### config.mk
export PLATFORM = sky130hd
export DESIGN_NAME = hazard_unit
export DESIGN_NICKNAME = d
export VERILOG_FILES = /design/src/rtl/hazard_unit_pkg.sv /design/src/rtl/hazard_stage_reg.sv /design/src/rtl/hazard_unit.sv
export SDC_FILE = /design/constraint.sdc
export NUM_CORES = 1
export LEC_CHECK = 0
export CELL_PAD_IN_SITES_DETAIL_PLACEMENT = 0
export CELL_PAD_IN_SITES_GLOBAL_PLACEMENT = 1
export CORE_UTILIZATION = 45
export CTS_CLUSTER_DIAMETER = 30
export DETAILED_ROUTE_END_ITERATION = 7
export PLACE_DENSITY_LB_ADDON = 0.1
export SKIP_LAST_GASP = 1
export SYNTH_ARGS = -nofsm -noshare
export SYNTH_HDL_FRONTEND = slang
export SYNTH_SLANG_ARGS = --single-unit
export TNS_END_PERCENT = 10
### constraint.sdc
create_clock -name clk -period 4.7 [get_ports clk]
set_input_delay 0.94 -clock clk [delete_from_list [all_inputs] [get_ports clk]]
set_output_delay 0.94 -clock clk [all_outputs]
set_load 0.01 [all_outputs]
### src/rtl/hazard_unit_pkg.sv
// Shared definitions for the pipeline hazard controller.
// Holds the forwarding-select encodings, the "operand unused" Tuse value,
// and the address part of a shadow record plus its bubble constant.
package hazard_unit_pkg;

  localparam int AW = 5;

  // Tuse value meaning the operand is never read by this instruction.
  localparam logic [2:0] TUSE_NONE = 3'd7;

  // D-stage operand source
  localparam logic [1:0] FWD_D_GRF = 2'd0;
  localparam logic [1:0] FWD_D_E   = 2'd1;
  localparam logic [1:0] FWD_D_M   = 2'd2;

  // E-stage ALU operand source
  localparam logic [1:0] FWD_E_REG = 2'd0;
  localparam logic [1:0] FWD_E_M   = 2'd1;
  localparam logic [1:0] FWD_E_W   = 2'd2;

  // M-stage store-data source
  localparam logic FWD_M_REG = 1'b0;
  localparam logic FWD_M_W   = 1'b1;

  typedef struct packed {
    logic [AW-1:0] raddr0;
    logic [AW-1:0] raddr1;
    logic [AW-1:0] waddr;
  } addr_rec_t;

  // A bubble reads and writes nothing; its tnew is zero as well.
  localparam addr_rec_t BUBBLE_ADDRS = '0;

endpackage

### src/rtl/hazard_stage_reg.sv
// Shadow record for one pipeline stage: register addresses plus Tnew.
// Latency: 1 cycle. Backpressure: none; bubble overrides the load.
// Ports: clk/rst_n; bubble loads BUBBLE_ADDRS with tnew 0; in_* is the
// record of the previous stage, out_* the stored record. With DEC set
// the stored tnew is the incoming tnew decremented, saturating at 0.
module hazard_stage_reg
  import hazard_unit_pkg::*;
#(
  parameter int TW  = 3,
  parameter bit DEC = 1'b1
) (
  input  logic          clk,
  input  logic          rst_n,
  input  logic          bubble,
  input  addr_rec_t     in_addrs,
  input  logic [TW-1:0] in_tnew,
  output addr_rec_t     out_addrs,
  output logic [TW-1:0] out_tnew
);

  logic [TW-1:0] tnew_nxt;

  // Tnew never wraps: a finished producer stays at 0 as it moves on.
  always_comb begin
    tnew_nxt = in_tnew;
    if (DEC && (in_tnew != '0)) tnew_nxt = in_tnew - TW'(1);
  end

  always_ff @(posedge clk or negedge rst_n) begin
    if (!rst_n) begin
      out_addrs <= BUBBLE_ADDRS;
      out_tnew  <= '0;
    end else if (bubble) begin
      out_addrs <= BUBBLE_ADDRS;
      out_tnew  <= '0;
    end else begin
      out_addrs <= in_addrs;
      out_tnew  <= tnew_nxt;
    end
  end

endmodule

### src/rtl/hazard_unit.sv
// Hazard controller for the 5-stage core: stall request and forward selects.
// Latency: stall/fwd are combinational; shadow records and stall_cnt 1 cycle.
// Backpressure: stall freezes PC and F/D and bubbles D/E; M and W never stop.
// Ports: d_* is the D-stage descriptor (read addrs, Tuse, write addr, Tnew);
// fwd_d*/fwd_e*/fwd_m1 pick operand sources per stage; stall_cnt counts
// stall cycles since reset, saturating.
module hazard_unit
  import hazard_unit_pkg::*;
#(
  parameter int TW   = 3,
  parameter int CNTW = 32
) (
  input  logic            clk,
  input  logic            rst_n,
  input  logic [4:0]      d_raddr0,
  input  logic [4:0]      d_raddr1,
  input  logic [4:0]      d_waddr,
  input  logic [TW-1:0]   d_tuse0,
  input  logic [TW-1:0]   d_tuse1,
  input  logic [TW-1:0]   d_tnew,
  output logic            stall,
  output logic [1:0]      fwd_d0,
  output logic [1:0]      fwd_d1,
  output logic [1:0]      fwd_e0,
  output logic [1:0]      fwd_e1,
  output logic            fwd_m1,
  output logic [CNTW-1:0] stall_cnt
);

  addr_rec_t     d_addrs, e_addrs, m_in, m_addrs, w_in, w_addrs;
  logic [TW-1:0] e_tnew, m_tnew, w_tnew;

  assign d_addrs = '{raddr0: d_raddr0, raddr1: d_raddr1, waddr: d_waddr};
  // M keeps only rt (store data); W keeps only the destination.
  assign m_in    = '{raddr0: '0, raddr1: e_addrs.raddr1, waddr: e_addrs.waddr};
  assign w_in    = '{raddr0: '0, raddr1: '0, waddr: m_addrs.waddr};

  // Tnew is counted on E entry, so the D->E load does not decrement.
  hazard_stage_reg #(.TW(TW), .DEC(1'b0)) u_e_rec (
    .clk(clk), .rst_n(rst_n), .bubble(stall),
    .in_addrs(d_addrs), .in_tnew(d_tnew),
    .out_addrs(e_addrs), .out_tnew(e_tnew)
  );

  hazard_stage_reg #(.TW(TW), .DEC(1'b1)) u_m_rec (
    .clk(clk), .rst_n(rst_n), .bubble(1'b0),
    .in_addrs(m_in), .in_tnew(e_tnew),
    .out_addrs(m_addrs), .out_tnew(m_tnew)
  );

  hazard_stage_reg #(.TW(TW), .DEC(1'b1)) u_w_rec (
    .clk(clk), .rst_n(rst_n), .bubble(1'b0),
    .in_addrs(w_in), .in_tnew(m_tnew),
    .out_addrs(w_addrs), .out_tnew(w_tnew)
  );

  // Record fields that are always zero by construction.
  logic unused_rec_bits;
  assign unused_rec_bits = ^{m_addrs.raddr0, w_addrs.raddr0, w_addrs.raddr1};

  // $0 never matches, which also covers producers with waddr 0.
  function automatic logic must_wait(input logic [4:0] raddr, input logic [TW-1:0] tuse,
                                     input logic [4:0] waddr, input logic [TW-1:0] tnew);
    return (raddr != '0) && (raddr == waddr) && (tnew > tuse);
  endfunction

  function automatic logic can_fwd(input logic [4:0] raddr, input logic [4:0] waddr,
                                   input logic [TW-1:0] tnew);
    return (raddr != '0) && (raddr == waddr) && (tnew == '0);
  endfunction

  // W producers never stall: they are forwarded or written through the GRF.
  assign stall = must_wait(d_raddr0, d_tuse0, e_addrs.waddr, e_tnew)
               | must_wait(d_raddr0, d_tuse0, m_addrs.waddr, m_tnew)
               | must_wait(d_raddr1, d_tuse1, e_addrs.waddr, e_tnew)
               | must_wait(d_raddr1, d_tuse1, m_addrs.waddr, m_tnew);

  // Youngest ready producer wins in every stage.
  always_comb begin
    fwd_d0 = FWD_D_GRF;
    if (can_fwd(d_raddr0, e_addrs.waddr, e_tnew))      fwd_d0 = FWD_D_E;
    else if (can_fwd(d_raddr0, m_addrs.waddr, m_tnew)) fwd_d0 = FWD_D_M;

    fwd_d1 = FWD_D_GRF;
    if (can_fwd(d_raddr1, e_addrs.waddr, e_tnew))      fwd_d1 = FWD_D_E;
    else if (can_fwd(d_raddr1, m_addrs.waddr, m_tnew)) fwd_d1 = FWD_D_M;

    fwd_e0 = FWD_E_REG;
    if (can_fwd(e_addrs.raddr0, m_addrs.waddr, m_tnew))      fwd_e0 = FWD_E_M;
    else if (can_fwd(e_addrs.raddr0, w_addrs.waddr, w_tnew)) fwd_e0 = FWD_E_W;

    fwd_e1 = FWD_E_REG;
    if (can_fwd(e_addrs.raddr1, m_addrs.waddr, m_tnew))      fwd_e1 = FWD_E_M;
    else if (can_fwd(e_addrs.raddr1, w_addrs.waddr, w_tnew)) fwd_e1 = FWD_E_W;

    fwd_m1 = FWD_M_REG;
    if (can_fwd(m_addrs.raddr1, w_addrs.waddr, w_tnew)) fwd_m1 = FWD_M_W;
  end

  always_ff @(posedge clk or negedge rst_n) begin
    if (!rst_n) begin
      stall_cnt <= '0;
    end else if (stall && (stall_cnt != '1)) begin
      stall_cnt <= stall_cnt + CNTW'(1);
    end
  end

endmodule

==> flow_summary.yaml <==
route:
  routed_via_density: 5.21
  remaining_drc_errors: 0
  drt-total-wl_microns: 8520
  drt-met1-wl_microns: 4010
  wire_per_inst_microns: 16.0
  drt-pass1-iter-count: 4
  drt_iter0_markers: 104
  route.vias.total: 2779
  wl_met3_microns: 341
  topRoutingLayerUsed: "met4"
  wl_met2_microns: 4020
  ant_nets: 0
clocking:
  path_clk_slew_ns: 0.08
  cts.hold.buffers_added: 0
  htree_num_levels: 3
  clkLatencyLatePin_ns: 0.35
  clock_path_buffers: 2
  postCtsResizedCells: 0
  numCtsBuffers: 9
  postCtsSetupBuffers: 0
  tritoncts: "yes"
  cts-root-buf: "clkbuf_8"
  cts_sinks: 71
timing:
  fin_crit_ns: 4.31
  clock_skew_ns: 0.00624
  holdWs_ns: 0.453
  relSlewSlack_pct: 33.6
  rsz0062_at_grt: "false"
  tns_ns: 0
  period_share_pct: 91.8
  setup_viol: 0
  tightest_slew_ns: 0.995
  max_freq_mhz: 232
  slew_viol_final: 0
  hold_violations: 0
status:
  status: "completed"
critical_path:
  cp.arrival_ns: 3.37
  start_kind: "input pin"
  setup.worst_path.end_class: "output pin"
  cp_max_fo: 9
  path_class: "input pin to output pin"
  required_ns: 3.76
cells_and_area:
  fillers: 738
  drive_gt1_share_pct: 10.0
  final_core_util_pct: 58.4
  finalNonFillerCells: 533
  n_antenna_cell: 0
  final_common_cell: "dfrtp_1"
  area_growth_pct: 25.7
  layout_common_cells: "dfrtp_1, clkdlybuf4s50_1, xor2_1"
  nets: 468
synthesis:
  postSynthCellCount: 348
  ys_seq_area_share_pct: 46.5
  synth_cell_types: 34
  synthTopCellsByArea: "dfrtp_1, xor2_1, xnor2_1"
  ys.flop_type: "dfrtp_1"
  ys_ff_latch: 71
  synth_top_area_share_pct: 46.5
  synth_edf_count: 0
  synth.cell_area_sq_um: 3820
  synth_fp_nets: 393
  yosys.area.top_type: "dfrtp_1"
  ys.warnings.count: 0
  avgSynthCellArea_sq_um: 11.0
  async_flop_share_pct: 100
floorplanning:
  die_h_microns: 94.1
  core-area_sq_um: 8220
  pin_count: 68
  die_w_microns: 94.1
  num_rows: 33
  start_util_pct: 46.5
  dieArea_sq_um: 8860
global_routing:
  antenna_found_initial: 0
  grt_max_degree: 46
  overflow: 0
  grt_pass1_wl_microns: 13800
  grt_pass1_vias: 2772
  grt_usage_pct: 20.8
flow_run:
  cap_violations: 0
placed_design:
  routabilityCongestion: 0.794
  placed_cells: 517
  io_buffers: 67
  hpwl_microns: 6170
pwr:
  p_leak_nw: 2.11
  power_density_nw_per_um2: 311
  vdd_ir_drop_max_uv: 196
hold_path:
  min_path_type: "flop to flop"
final cells by class:
| type | instances | area [sq um] | area share, % |
|---|---|---|---|
| clock buffers | 9 | 124 | 2.58 |
| clock inverters | 7 | 73.8 | 1.54 |
| inverters | 18 | 67.6 | 1.41 |
| multi-input cells | 250 | 1920 | 39.9 |
| flip-flops and latches | 71 | 1780 | 37.0 |
| well taps | 105 | 131 | 2.74 |
| repair buffers | 73 | 711 | 14.8 |
metrics by stage:
step	total power, mW	cell area, sq um	setup WS, ns
floorplan	0.895	3820	1.45
global placement	1.01	4600	0.305
detailed placement	1.02	4600	0.328
CTS	1.51	4800	0.317
global route	1.57	4800	0.226
finish	1.49	4800	0.386
sequential cells by signal, indices dropped and copies added, names as in the netlist:
name / cells
stall_cnt: 32
u_e_rec.out_addrs: 15
u_e_rec.out_tnew: 3
u_m_rec.out_addrs: 10
u_m_rec.out_tnew: 3
u_w_rec.out_addrs: 5
u_w_rec.out_tnew: 3
cells by family after synthesis:
group	count (synthesis)	synth area share [%]
AOI/OAI and AO/OA	12	2.65
xor gates and xnor gates	76	17.4
adders and majority gates	19	6.23
buffers and inverters	27	3.31
DFF	71	46.5
muxes	2	0.688
and+or+nand+nor	141	23.2
final timing paths:
kind / start / endpoint / slack (ns) / cells after the start
max: d_raddr1[1] / stall / 0.39 / 8
min: u_e_rec.out_addrs[0] / u_m_rec.out_addrs[0] / 0.45 / 0
max in group asynchronous: rst_n / stall_cnt[10] / 3.05 / 2
min reg2reg: u_e_rec.out_addrs[0] / u_m_rec.out_addrs[0] / 0.45 / 0
max reg2reg: u_m_rec.out_addrs[2] / stall_cnt[28] / 2.03 / 8
min in group asynchronous: rst_n / u_e_rec.out_addrs[12] / 0.74 / 1
per-layer routing:
layer / global-route usage [%] / vias to the layer above
li1: - / 1366
met1: 26.9 / 1354
met2: 33.8 / 47
met3: 4.05 / 12
met4: 9.23 / 0
met5: 0 / -
where the power goes:
group	internal [mW]	total, mW	switching [mW]
Clock	0.246	0.496	0.250
Sequential	0.664	0.730	0.0652
Combinational	0.143	0.269	0.126
Total	1.05	1.49	0.441
worst max-delay path, stage by stage:
cell and delay [ns]:
clkdlybuf4s50_1 0.57, or4_1 0.15, nor2_1 0.05, nor4_1 0.61
a22oi_2 0.12, and2_1 0.22, inv_2 0.16, clkdlybuf4s50_1 0.56
synth_stat cells (2+ instances only):
cell type / n
and4_1: 3
xor2_1: 39
nor4b_2: 2
nand2_1: 19
nor3_1: 12
dfrtp_1: 71
nand3_1: 20
buf_6: 3
ha_1: 19
a32oi_1: 3
clkbuf_1: 4
xnor2_1: 37
nor2b_1: 4
nor4_1: 10
nor4_2: 11
and2_1: 3
and3_1: 26
o21ai_0: 6
nand4_1: 11
inv_1: 17
buf_2: 2
or4_1: 4
nor2_1: 11
(Power assumes the default switching activity.)
